File: config.mk
export PLATFORM = sky130hd
export DESIGN_NAME = vga_timing_gen
export DESIGN_NICKNAME = d
export VERILOG_FILES = /design/src/rtl/vga_timing_gen.sv
export SDC_FILE = /design/constraint.sdc
export NUM_CORES = 1
export LEC_CHECK = 0
export BUFFER_PORTS_ARGS = -buffer_cell sky130_fd_sc_hd__buf_2
export CAP_MARGIN = 20
export CORE_ASPECT_RATIO = 0.6
export CORE_UTILIZATION = 40
export DETAILED_ROUTE_END_ITERATION = 6
export SYNTH_ARGS = -nofsm -noshare
export SYNTH_HDL_FRONTEND = slang
export SYNTH_SLANG_ARGS = --single-unit
File: constraint.sdc
create_clock -name clk -period 3.75 [get_ports clk]
set_input_delay 0.1875 -clock clk [delete_from_list [all_inputs] [get_ports clk]]
set_output_delay 0.1875 -clock clk [all_outputs]
set_load 0.02 [all_outputs]
File: src/rtl/vga_timing_gen.sv
// ---------------------------------------------------------------------------
// vga_timing_gen
//
// Purpose:
//   Raster timing generator for a 640x480@60 VGA output driven from a 50 MHz
//   system clock. A toggle register divides the clock down to a 25 MHz pixel
//   tick. Horizontal/vertical counters advance once per pixel tick, and all
//   decoded outputs (syncs, active video, result-image window flag and its
//   linear read address) are registered from the next counter values so
//   they never lag the counters.
//
// Ports:
//   clk            in   1   system clock (50 MHz)
//   rst_n          in   1   asynchronous active-low reset
//   H_Count_Value  out  10  horizontal pixel position, 0..H_TOTAL-1
//   V_Count_Value  out  10  line position, 0..V_TOTAL-1
//   hsync          out  1   horizontal sync, active low
//   vsync          out  1   vertical sync, active low
//   video_on       out  1   inside the visible 640x480 area
//   pix_tick       out  1   high in the clk cycle before each pixel advance
//   frame_start    out  1   one-clk pulse on the advance into (0,0)
//   win_valid      out  1   inside the WIN_W x WIN_H result-image window
//   win_addr       out  19  linear address of the pixel inside the window
// ---------------------------------------------------------------------------
module vga_timing_gen #(
    parameter int unsigned H_ACTIVE = 640,
    parameter int unsigned H_FP     = 16,
    parameter int unsigned H_SYNC   = 96,
    parameter int unsigned H_BP     = 48,
    parameter int unsigned V_ACTIVE = 480,
    parameter int unsigned V_FP     = 10,
    parameter int unsigned V_SYNC   = 2,
    parameter int unsigned V_BP     = 33,
    parameter int unsigned WIN_W    = 480,
    parameter int unsigned WIN_H    = 320
) (
    input  logic        clk,
    input  logic        rst_n,
    output logic [9:0]  H_Count_Value,
    output logic [9:0]  V_Count_Value,
    output logic        hsync,
    output logic        vsync,
    output logic        video_on,
    output logic        pix_tick,
    output logic        frame_start,
    output logic        win_valid,
    output logic [18:0] win_addr
);

    localparam int unsigned H_TOTAL = H_ACTIVE + H_FP + H_SYNC + H_BP;
    localparam int unsigned V_TOTAL = V_ACTIVE + V_FP + V_SYNC + V_BP;

    localparam logic [9:0] H_MAX      = 10'(H_TOTAL - 1);
    localparam logic [9:0] V_MAX      = 10'(V_TOTAL - 1);
    localparam logic [9:0] H_VIS      = 10'(H_ACTIVE);
    localparam logic [9:0] V_VIS      = 10'(V_ACTIVE);
    localparam logic [9:0] HS_FIRST   = 10'(H_ACTIVE + H_FP);
    localparam logic [9:0] HS_LAST    = 10'(H_ACTIVE + H_FP + H_SYNC - 1);
    localparam logic [9:0] VS_FIRST   = 10'(V_ACTIVE + V_FP);
    localparam logic [9:0] VS_LAST    = 10'(V_ACTIVE + V_FP + V_SYNC - 1);
    localparam logic [9:0] WIN_W_L    = 10'(WIN_W);
    localparam logic [9:0] WIN_H_L    = 10'(WIN_H);

    logic        t_q;
    logic [9:0]  hCount_q;
    logic [9:0]  vCount_q;
    logic [9:0]  hCount_d;
    logic [9:0]  vCount_d;
    logic        hsync_q;
    logic        vsync_q;
    logic        videoOn_q;
    logic        frameStart_q;
    logic        winValid_q;
    logic [18:0] winAddr_q;
    logic        frameWrap;
    logic        inWinNext;

    // Next raster position. Decoding from these values (rather than the
    // current ones) is what keeps the registered outputs aligned with the
    // counters on the very edge the counters move.
    always_comb begin
        hCount_d = hCount_q + 10'd1;
        vCount_d = vCount_q;
        if (hCount_q == H_MAX) begin
            hCount_d = '0;
            if (vCount_q == V_MAX) begin
                vCount_d = '0;
            end else begin
                vCount_d = vCount_q + 10'd1;
            end
        end
        frameWrap = (hCount_d == '0) && (vCount_d == '0);
        inWinNext = (hCount_d < WIN_W_L) && (vCount_d < WIN_H_L);
    end

    // The divider toggles every clk; a clk edge with t_q high is an advance
    // edge. frame_start is evaluated on every edge so it self-clears on the
    // following non-advance edge.
    //
    // win_addr is a plain up-counter over in-window pixels: the value held
    // outside the window is the last in-window address, so the first pixel
    // of the next window line is simply that value plus one, which equals
    // V*WIN_W with no multiplier.
    always_ff @(posedge clk or negedge rst_n) begin
        if (!rst_n) begin
            t_q          <= 1'b0;
            hCount_q     <= H_MAX;
            vCount_q     <= V_MAX;
            hsync_q      <= 1'b1;
            vsync_q      <= 1'b1;
            videoOn_q    <= 1'b0;
            frameStart_q <= 1'b0;
            winValid_q   <= 1'b0;
            winAddr_q    <= '0;
        end else begin
            t_q          <= ~t_q;
            frameStart_q <= t_q & frameWrap;
            if (t_q) begin
                hCount_q   <= hCount_d;
                vCount_q   <= vCount_d;
                hsync_q    <= !((hCount_d >= HS_FIRST) && (hCount_d <= HS_LAST));
                vsync_q    <= !((vCount_d >= VS_FIRST) && (vCount_d <= VS_LAST));
                videoOn_q  <= (hCount_d < H_VIS) && (vCount_d < V_VIS);
                winValid_q <= inWinNext;
                if (frameWrap) begin
                    winAddr_q <= '0;
                end else if (inWinNext) begin
                    winAddr_q <= winAddr_q + 19'd1;
                end
            end
        end
    end

    assign H_Count_Value = hCount_q;
    assign V_Count_Value = vCount_q;
    assign hsync         = hsync_q;
    assign vsync         = vsync_q;
    assign video_on      = videoOn_q;
    assign pix_tick      = t_q;
    assign frame_start   = frameStart_q;
    assign win_valid     = winValid_q;
    assign win_addr      = winAddr_q;

endmodule

==> results of run 1 <==
==> cells in the final DEF (no fill, tap or decap), types with 6 or more instances in the layout <==
master,count
nand2_1,46
buf_2,46
dfrtp_1,33
nand3_1,21
nor2_1,21
o21ai_0,19
a2bb2oi_1,17
xnor2_1,14
dfstp_2,12
o31ai_1,12
inv_1,10
nand4_1,10
and3_1,8
or2_2,6
a21oi_1,6
o31ai_2,6
ha_1,6
buf_4,6
==> critical path: cells and delay by family, from the launching register on <==
family,cells,cell delay (ns)
compound gates,4,0.73
flops,1,0.59
fa+ha+maj,1,0.29
buf+inv,3,0.75
simple gates,3,0.85
==> how the worst min path moves through the flow <==
| stage | cells after the start | slack [ns] | to |
|---|---|---|---|
| floorplan | 0 | -0.11 | H_Count_Value[5]$_DFFE_PN0P_ |
| global placement | 1 | 0.44 | win_addr[6]$_DFFE_PN0P_ |
| detailed placement | 1 | 0.45 | win_addr[6]$_DFFE_PN0P_ |
| CTS | 1 | 0.14 | win_addr[6]$_DFFE_PN0P_ |
| global route | 2 | 0.38 | win_addr[6]$_DFFE_PN0P_ |
| finish | 2 | 0.35 | win_addr[6]$_DFFE_PN0P_ |
==> area by class of cell <==
type | count | area [µm²]
clock buffer | 7 | 153
clock inverter | 1 | 5.00
fill | 740 | 3800
inverter | 10 | 37.5
multi-input combinational | 261 | 1690
sequential | 45 | 1140
tap | 104 | 130
timing repair buffer | 54 | 305
==> logic make-up (layout without fill, tap and decap cells) <==
family	Yosys count	after routing	share of synthesized area, %
xor gates and xnor gates	19	19	5.52
DFF	45	45	37.9
muxes	1	1	0.332
buffers and inverters	35	72	5.94
and+or+nand+nor	143	143	24.8
AOI/OAI and AO/OA	92	92	23.1
adders and majority gates	6	6	2.49
==> Yosys cell counts (3+ instances only) <==
cell type	count
dfrtp_1	33
nand4_1	10
inv_1	10
nand2b_1	3
dfstp_2	12
and3_1	8
a21oi_1	6
nor2_1	21
o21ai_2	3
nor3_1	3
o31ai_1	12
ha_1	6
or2_2	6
a2bb2oi_1	17
o21ai_1	3
xor2_1	5
clkbuf_1	13
and2_1	4
o21ai_0	19
nand2_1	46
buf_2	6
a31oi_1	4
nor4_1	3
nand3_1	21
o31ai_2	6
or3_1	4
xnor2_1	14
and4_1	3
==> power by group <==
part | internal (mW) | switching [mW] | total [mW]
Clock | 0.283 | 0.193 | 0.475
Combinational | 0.00315 | 0.0102 | 0.0133
Sequential | 0.486 | 0 | 0.486
==> metrics by stage <==
| step | hold WS [ns] | instance area [µm²] | worst slack [ns] | instances |
|---|---|---|---|---|
| floorplan | -0.108 | 3010 | 0.574 | 341 |
| global placement | 0.436 | 3280 | 0.574 | 472 |
| detailed placement | 0.447 | 3280 | 0.449 | 472 |
| CTS | 0.135 | 3430 | 0.446 | 480 |
| global route | 0.380 | 3460 | 0.165 | 482 |
| finish | 0.350 | 3460 | 0.409 | 482 |
==> state kept, by name, indices dropped and copies added (netlist names) <==
name / count
win_addr: 19
H_Count_Value: 10
V_Count_Value: 10
frame_start: 1
hsync: 1
pix_tick: 1
video_on: 1
vsync: 1
win_valid: 1
==> metal layers <==
| layer | GRT usage (%) | vias to the layer above | routed length (µm) |
|---|---|---|---|
| met4 | 4.91 | 0 | 51 |
| met2 | 26.5 | 92 | 3080 |
| met1 | 34.7 | 1309 | 4080 |
| li1 | - | 1324 | - |
| met5 | 0 | - | 0 |
| met3 | 4.90 | 5 | 584 |
==> results.sh, run 1 <==
export IMPL_startpoint="H_Count_Value[1]$_DFFE_PN1P_"
export IMPL_ys_seq_area_share_pct=37.9
export IMPL_synthesis_area_um2=3010
export IMPL_io_buffer_count=46
export IMPL_worst_hold_path_type="primary input to async pin"
export IMPL_diodes=0
export IMPL_worstPathArrival_ns=3.51
export IMPL_fin_nets=385
export IMPL_r2r_start="H_Count_Value[1]$_DFFE_PN1P_"
export IMPL_wl_per_cell_um=16.2
export IMPL_drt_iter0_drc=216
export IMPL_synth_top_area_share_pct=27.4
export IMPL_status="completed"
export IMPL_antenna_found_initial=0
export IMPL_syn_inst=341
export IMPL_core_area_um2=7270
export IMPL_synth_ff_type="dfrtp_1"
export IMPL_rr_worst_depth=11
export IMPL_synth_distinct_cells=59
export IMPL_path_max_fanout=18
export IMPL_start_util_pct=41.5
export IMPL_cts_buffer_depth=2
export IMPL_fin_skew_ns=0.00443
export IMPL_post_route_period_util_pct=89.1
export IMPL_path_clk_slew_ns=0.06
export IMPL_overflow=0
export IMPL_power_leakage_nw=1.51
export IMPL_via_count=2730
export IMPL_maxSlewViolCount=0
export IMPL_crit_end="win_addr[9]$_DFFE_PN0P_"
export IMPL_area_growth_syn_to_layout_pct=15.0
export IMPL_grt_pass1_vias=2450
export IMPL_cts_tree="yes"
export IMPL_postCtsHoldBufs=0
export IMPL_slowest_delay_ns=0.59
export IMPL_hold_violations=0
export IMPL_synth_async_sr_flop_share_pct=100
export IMPL_clock_latency_ns=0.29
export IMPL_synth_edf_count=0
export IMPL_cts_root_buf="clkbuf_16"
export IMPL_grt_usage_pct=21.0
export IMPL_wl_um=7790
export IMPL_layout_drive_gt1_share_pct=25.1
export IMPL_yosysTopAreaCell="dfrtp_1"
export IMPL_yosys_warnings=0
export IMPL_drc=0
export IMPL_row_count=24
export IMPL_p_per_area_nw_per_um2=281
export IMPL_avgSynthCellArea_um2=8.84
export IMPL_cts_sinks=45
export IMPL_die_area_um2=7890
export IMPL_p_total_uw=974
export IMPL_firstDrtPassIters=5
export IMPL_cts_inserted_buffers=5
export IMPL_die_x_um=114
export IMPL_viasPerCell=5.66
export IMPL_worst_pin_slew_ns=0.517
export IMPL_endpoint_kind="register"
export IMPL_final_util_pct=47.7
export IMPL_ctsResizeCount=0
export IMPL_setup_viol=0
export IMPL_cpMaxStageDelayCell="dfstp_2"
export IMPL_path_class="register to register"
export IMPL_synth_top_cells_by_area="dfrtp_1 27%, dfstp_2 10%, nand2_1 5.7%, a2bb2oi_1 4.9%, xnor2_1 4.1%"
export IMPL_postCtsSetupRepairBufs=0
export IMPL_ys_seq_elements=45
export IMPL_drtAntennaViolNets=0
export IMPL_h_tree_depth=2
export IMPL_rrSetupSlack_ns=0.41
export IMPL_dpl_hpwl_um=5450
export IMPL_grt_start_max_net_pins=46
export IMPL_ir_drop_mv=0.160
export IMPL_tns_ns=0
export IMPL_synth_fp_nets=349
export IMPL_cp_common_cell="buf_4"
export IMPL_start_kind="register"
export IMPL_drv_cap=0
export IMPL_grt_pass1_wl_um=13000
export IMPL_pin_count=47
export IMPL_clock_fmax_mhz=299
export IMPL_crit_chain="ha_1 > nand4_1 > buf_4 > nor3_2 > buf_4 > a211oi_1 > o31a_1 > nor4_4 > buf_4 > a2bb2oi_1 > o31ai_2"
export IMPL_rsz0062_at_grt="false"
export IMPL_place_gp_congestion=0.878
export IMPL_fp_dieH_um=69.2
export IMPL_rr_endpoint="win_addr[9]$_DFFE_PN0P_"
export IMPL_worstPathRequired_ns=3.92
export IMPL_fin_crit_ns=3.34
export IMPL_slew_headroom_pct=65.3
Note: power is estimated with default switching activity, not from simulation.
==> inputs of run 2 (changes only) <==
--- a/config.mk
+++ b/config.mk
@@ -5,11 +5,15 @@
 export SDC_FILE = /design/constraint.sdc
 export NUM_CORES = 1
 export LEC_CHECK = 0
+export ABC_AREA = 1
 export BUFFER_PORTS_ARGS = -buffer_cell sky130_fd_sc_hd__buf_2
 export CAP_MARGIN = 20
+export CELL_PAD_IN_SITES_DETAIL_PLACEMENT = 0
+export CELL_PAD_IN_SITES_GLOBAL_PLACEMENT = 1
 export CORE_ASPECT_RATIO = 0.6
 export CORE_UTILIZATION = 40
 export DETAILED_ROUTE_END_ITERATION = 6
+export PLACE_DENSITY_LB_ADDON = 0.1
 export SYNTH_ARGS = -nofsm -noshare
 export SYNTH_HDL_FRONTEND = slang
 export SYNTH_SLANG_ARGS = --single-unit
==> constraint.sdc (replaced) <==
create_clock -name clk -period 4.2 [get_ports clk]
set_input_delay 0.21 -clock clk [delete_from_list [all_inputs] [get_ports clk]]
set_output_delay 0.21 -clock clk [all_outputs]
set_load 0.02 [all_outputs]
==> run 2 against run 1 <==
Against the previous run:
- non-clock buffer count shrank 4
- worst hold slack lost 0.051 ns
- routed wire length is 3.5% lower
- cell area rose by 1.2%
- sequential power shrank 11%
- critical endpoint is now win_addr[6]$_DFFE_PN0P_
- largest cell class unchanged
- critical path depth up 2
- global-route usage decreased by 0.54 points
- combinational power fell by 9.8%
- die area increased by 0.49%
- worst setup slack improved by 0.70 ns
- power fell by 14%
==> results.sh, run 2 <==
export IMPL_synth_edf_count=0
export IMPL_final_cell_mix="155 x nand2_1, 46 x buf_2, 43 x inv_1, 39 x nand3_1, 37 x nor2_1"
export IMPL_setup_viol=0
export IMPL_synthSimpleGateAreaFrac_pct=40.7
export IMPL_grt_pass1_vias=2539
export IMPL_avgSynthCellArea_um2=7.12
export IMPL_p_total_uw=836
export IMPL_synthMuxAreaShare_pct=0
export IMPL_drc=0
export IMPL_largest_register_ff_count=19
export IMPL_synthesis_area_um2=3030
export IMPL_synth_compound_area_share_pct=5.00
export IMPL_drtAntennaViolNets=0
export IMPL_synth_async_sr_flop_share_pct=100
export IMPL_core_area_um2=7300
export IMPL_grt_pass1_wl_um=12700
export IMPL_fin_nets=478
export IMPL_post_route_period_util_pct=73.5
export IMPL_ir_drop_mv=0.165
export IMPL_swShare_pct=21.5
export IMPL_pwr_share_seq_pct=51.9
export IMPL_cts_inserted_buffers=5
export IMPL_rsz0062_at_grt="false"
export IMPL_rr_endpoint="win_addr[6]$_DFFE_PN0P_"
export IMPL_tns_ns=0
export IMPL_start_util_pct=41.5
export IMPL_grt_usage_pct=20.4
export IMPL_fin_crit_ns=3.09
export IMPL_cts_tree="yes"
export IMPL_cts_sinks=45
export IMPL_slew_headroom_pct=56.2
export IMPL_synth_ff_type="dfrtp_1"
export IMPL_overflow=0
export IMPL_wl_um=7520
export IMPL_maxSlewViolCount=0
export IMPL_viasPerCell=4.76
export IMPL_rrSetupSlack_ns=1.11
export IMPL_synth_top_cells_by_area="dfrtp_1 27%, nand2_1 19%, dfstp_2 10%, nand3_1 6.4%, inv_1 5.3%"
export IMPL_power_leakage_nw=1.87
export IMPL_firstDrtPassIters=4
export IMPL_synthAdderAreaFrac_pct=2.48
export IMPL_worst_hold_path_type="primary input to async pin"
export IMPL_crit_end="win_addr[6]$_DFFE_PN0P_"
export IMPL_internal_power_uw=656
export IMPL_cts_root_buf="clkbuf_16"
export IMPL_path_class="register to register"
export IMPL_worstPathRequired_ns=4.38
export IMPL_cts_buffer_depth=2
export IMPL_ys_seq_elements=45
export IMPL_die_x_um=114
export IMPL_start_kind="register"
export IMPL_power_frac_comb_pct=1.4
export IMPL_path_clk_slew_ns=0.06
export IMPL_dpl_hpwl_um=5400
export IMPL_synth_most_common_cell="nand2_1"
export IMPL_wl_per_cell_um=13.1
export IMPL_p_per_area_nw_per_um2=238
export IMPL_area_growth_syn_to_layout_pct=15.8
export IMPL_r2r_start="H_Count_Value[0]$_DFFE_PN1P_"
export IMPL_synth_fp_nets=433
export IMPL_fin_skew_ns=0.00590
export IMPL_syn_inst=425
export IMPL_place_gp_congestion=0.768
export IMPL_ys_top_cells_by_count="155 x nand2_1, 43 x inv_1, 39 x nand3_1"
export IMPL_via_count=2736
export IMPL_synth_xor_area_share_pct=5.50
export IMPL_clock_fmax_mhz=324
export IMPL_yosysTopAreaCell="dfrtp_1"
export IMPL_synth_top_family_by_area="simple AND/OR/NAND/NOR gates"
export IMPL_status="completed"
export IMPL_rr_worst_depth=13
export IMPL_antenna_found_initial=0
export IMPL_h_tree_depth=2
export IMPL_endpoint_kind="register"
export IMPL_yosys_warnings=0
export IMPL_io_buffer_count=46
export IMPL_synth_distinct_cells=32
export IMPL_diodes=0
export IMPL_ctsResizeCount=0
export IMPL_clock_latency_ns=0.29
export IMPL_fp_dieH_um=69.4
export IMPL_worst_pin_slew_ns=0.657
export IMPL_row_count=24
export IMPL_layout_drive_gt1_share_pct=20.8
export IMPL_final_common_cell="nand2_1"
export IMPL_power_switching_uw=180
export IMPL_clkPwrFrac_pct=46.6
export IMPL_pin_count=47
export IMPL_drt_iter0_drc=131
export IMPL_die_area_um2=7930
export IMPL_hold_violations=0
export IMPL_grt_start_max_net_pins=46
export IMPL_path_max_fanout=20
export IMPL_drv_cap=0
export IMPL_synth_top_area_share_pct=27.3
export IMPL_ys_seq_area_share_pct=37.7
export IMPL_startpoint="H_Count_Value[0]$_DFFE_PN1P_"
export IMPL_worstPathArrival_ns=3.26
run 2: final cells by class:
cell class,instances,area [µm²]
Inverter,47,176
Tap cell,104,130
Fill cell,776,3790
Clock buffer,6,129
Timing Repair Buffer,50,295
Multi-Input combinational cell,321,1630
Clock inverter,2,10.0
Sequential cell,45,1140
run 2: worst min path at each step:
stage	startpoint	endpoint	slack [ns]
finish	rst_n	win_addr[14]$_DFFE_PN0P_	0.30
global placement	win_valid$_DFFE_PN0P_	win_valid$_DFFE_PN0P_	0.46
global route	rst_n	V_Count_Value[5]$_DFFE_PN0P_	0.32
floorplan	rst_n	H_Count_Value[5]$_DFFE_PN0P_	-0.09
CTS	rst_n	V_Count_Value[6]$_DFFE_PN0P_	0.15
detailed placement	rst_n	win_addr[14]$_DFFE_PN0P_	0.46
run 2: through the flow:
step                      hold WS, ns  setup slack (ns)  area (µm²)  utilization, %  std cells
after floorplan               -0.0856              1.92        3030               -        425
after global placement          0.464              1.18        3310            45.4        564
after detailed placement        0.463              1.13        3310            45.4        564
after CTS                       0.149              1.09        3450            47.3        572
after global routing            0.317             0.823        3510            48.1        575
final                           0.299              1.11        3510            48.1        575
run 2: layer usage:
| metal | routed length [µm] | track usage [%] |
|---|---|---|
| met1 | 4230 | 31.8 |
| met2 | 2960 | 28.7 |
| met4 | 59 | 4.33 |
| met5 | 0 | 0 |
| met3 | 262 | 4.37 |
run 2: critical path, cell delays in order (launching register included):
cell     delay, ns
dfstp_2       0.59
ha_1          0.26
nand4_2       0.16
nor2_4        0.39
nand3_1       0.19
nand3_2       0.17
nand2_1       0.08
inv_2         0.08
nand2_1       0.07
nor2_2        0.11
buf_4         0.29
inv_1         0.38
nand2_1       0.16
nand2_1       0.06
run 2: power by group through the flow:
stage / combinational (mW) / sequential, mW / clock (mW)
CTS: 0.00976 / 0.434 / 0.406
detailed placement: 0.00983 / 0.442 / 0
global placement: 0.00982 / 0.442 / 0
floorplan: 0.00000103 / 0.442 / 0
finish: 0.0120 / 0.434 / 0.390
global route: 0.0140 / 0.434 / 0.419
run 2: what timing repair did:
action                    4_1_cts  5_1_grt
hold buffers                    0        1
buffers inserted                0        0
hold endpoints to repair        0        6
run 2: logic make-up after synthesis:
family | Yosys count
and+or+nand+nor | 269
AOI/OAI and AO/OA | 27
adders and majority gates | 6
xor gates and xnor gates | 19
DFF | 45
buffers and inverters | 59
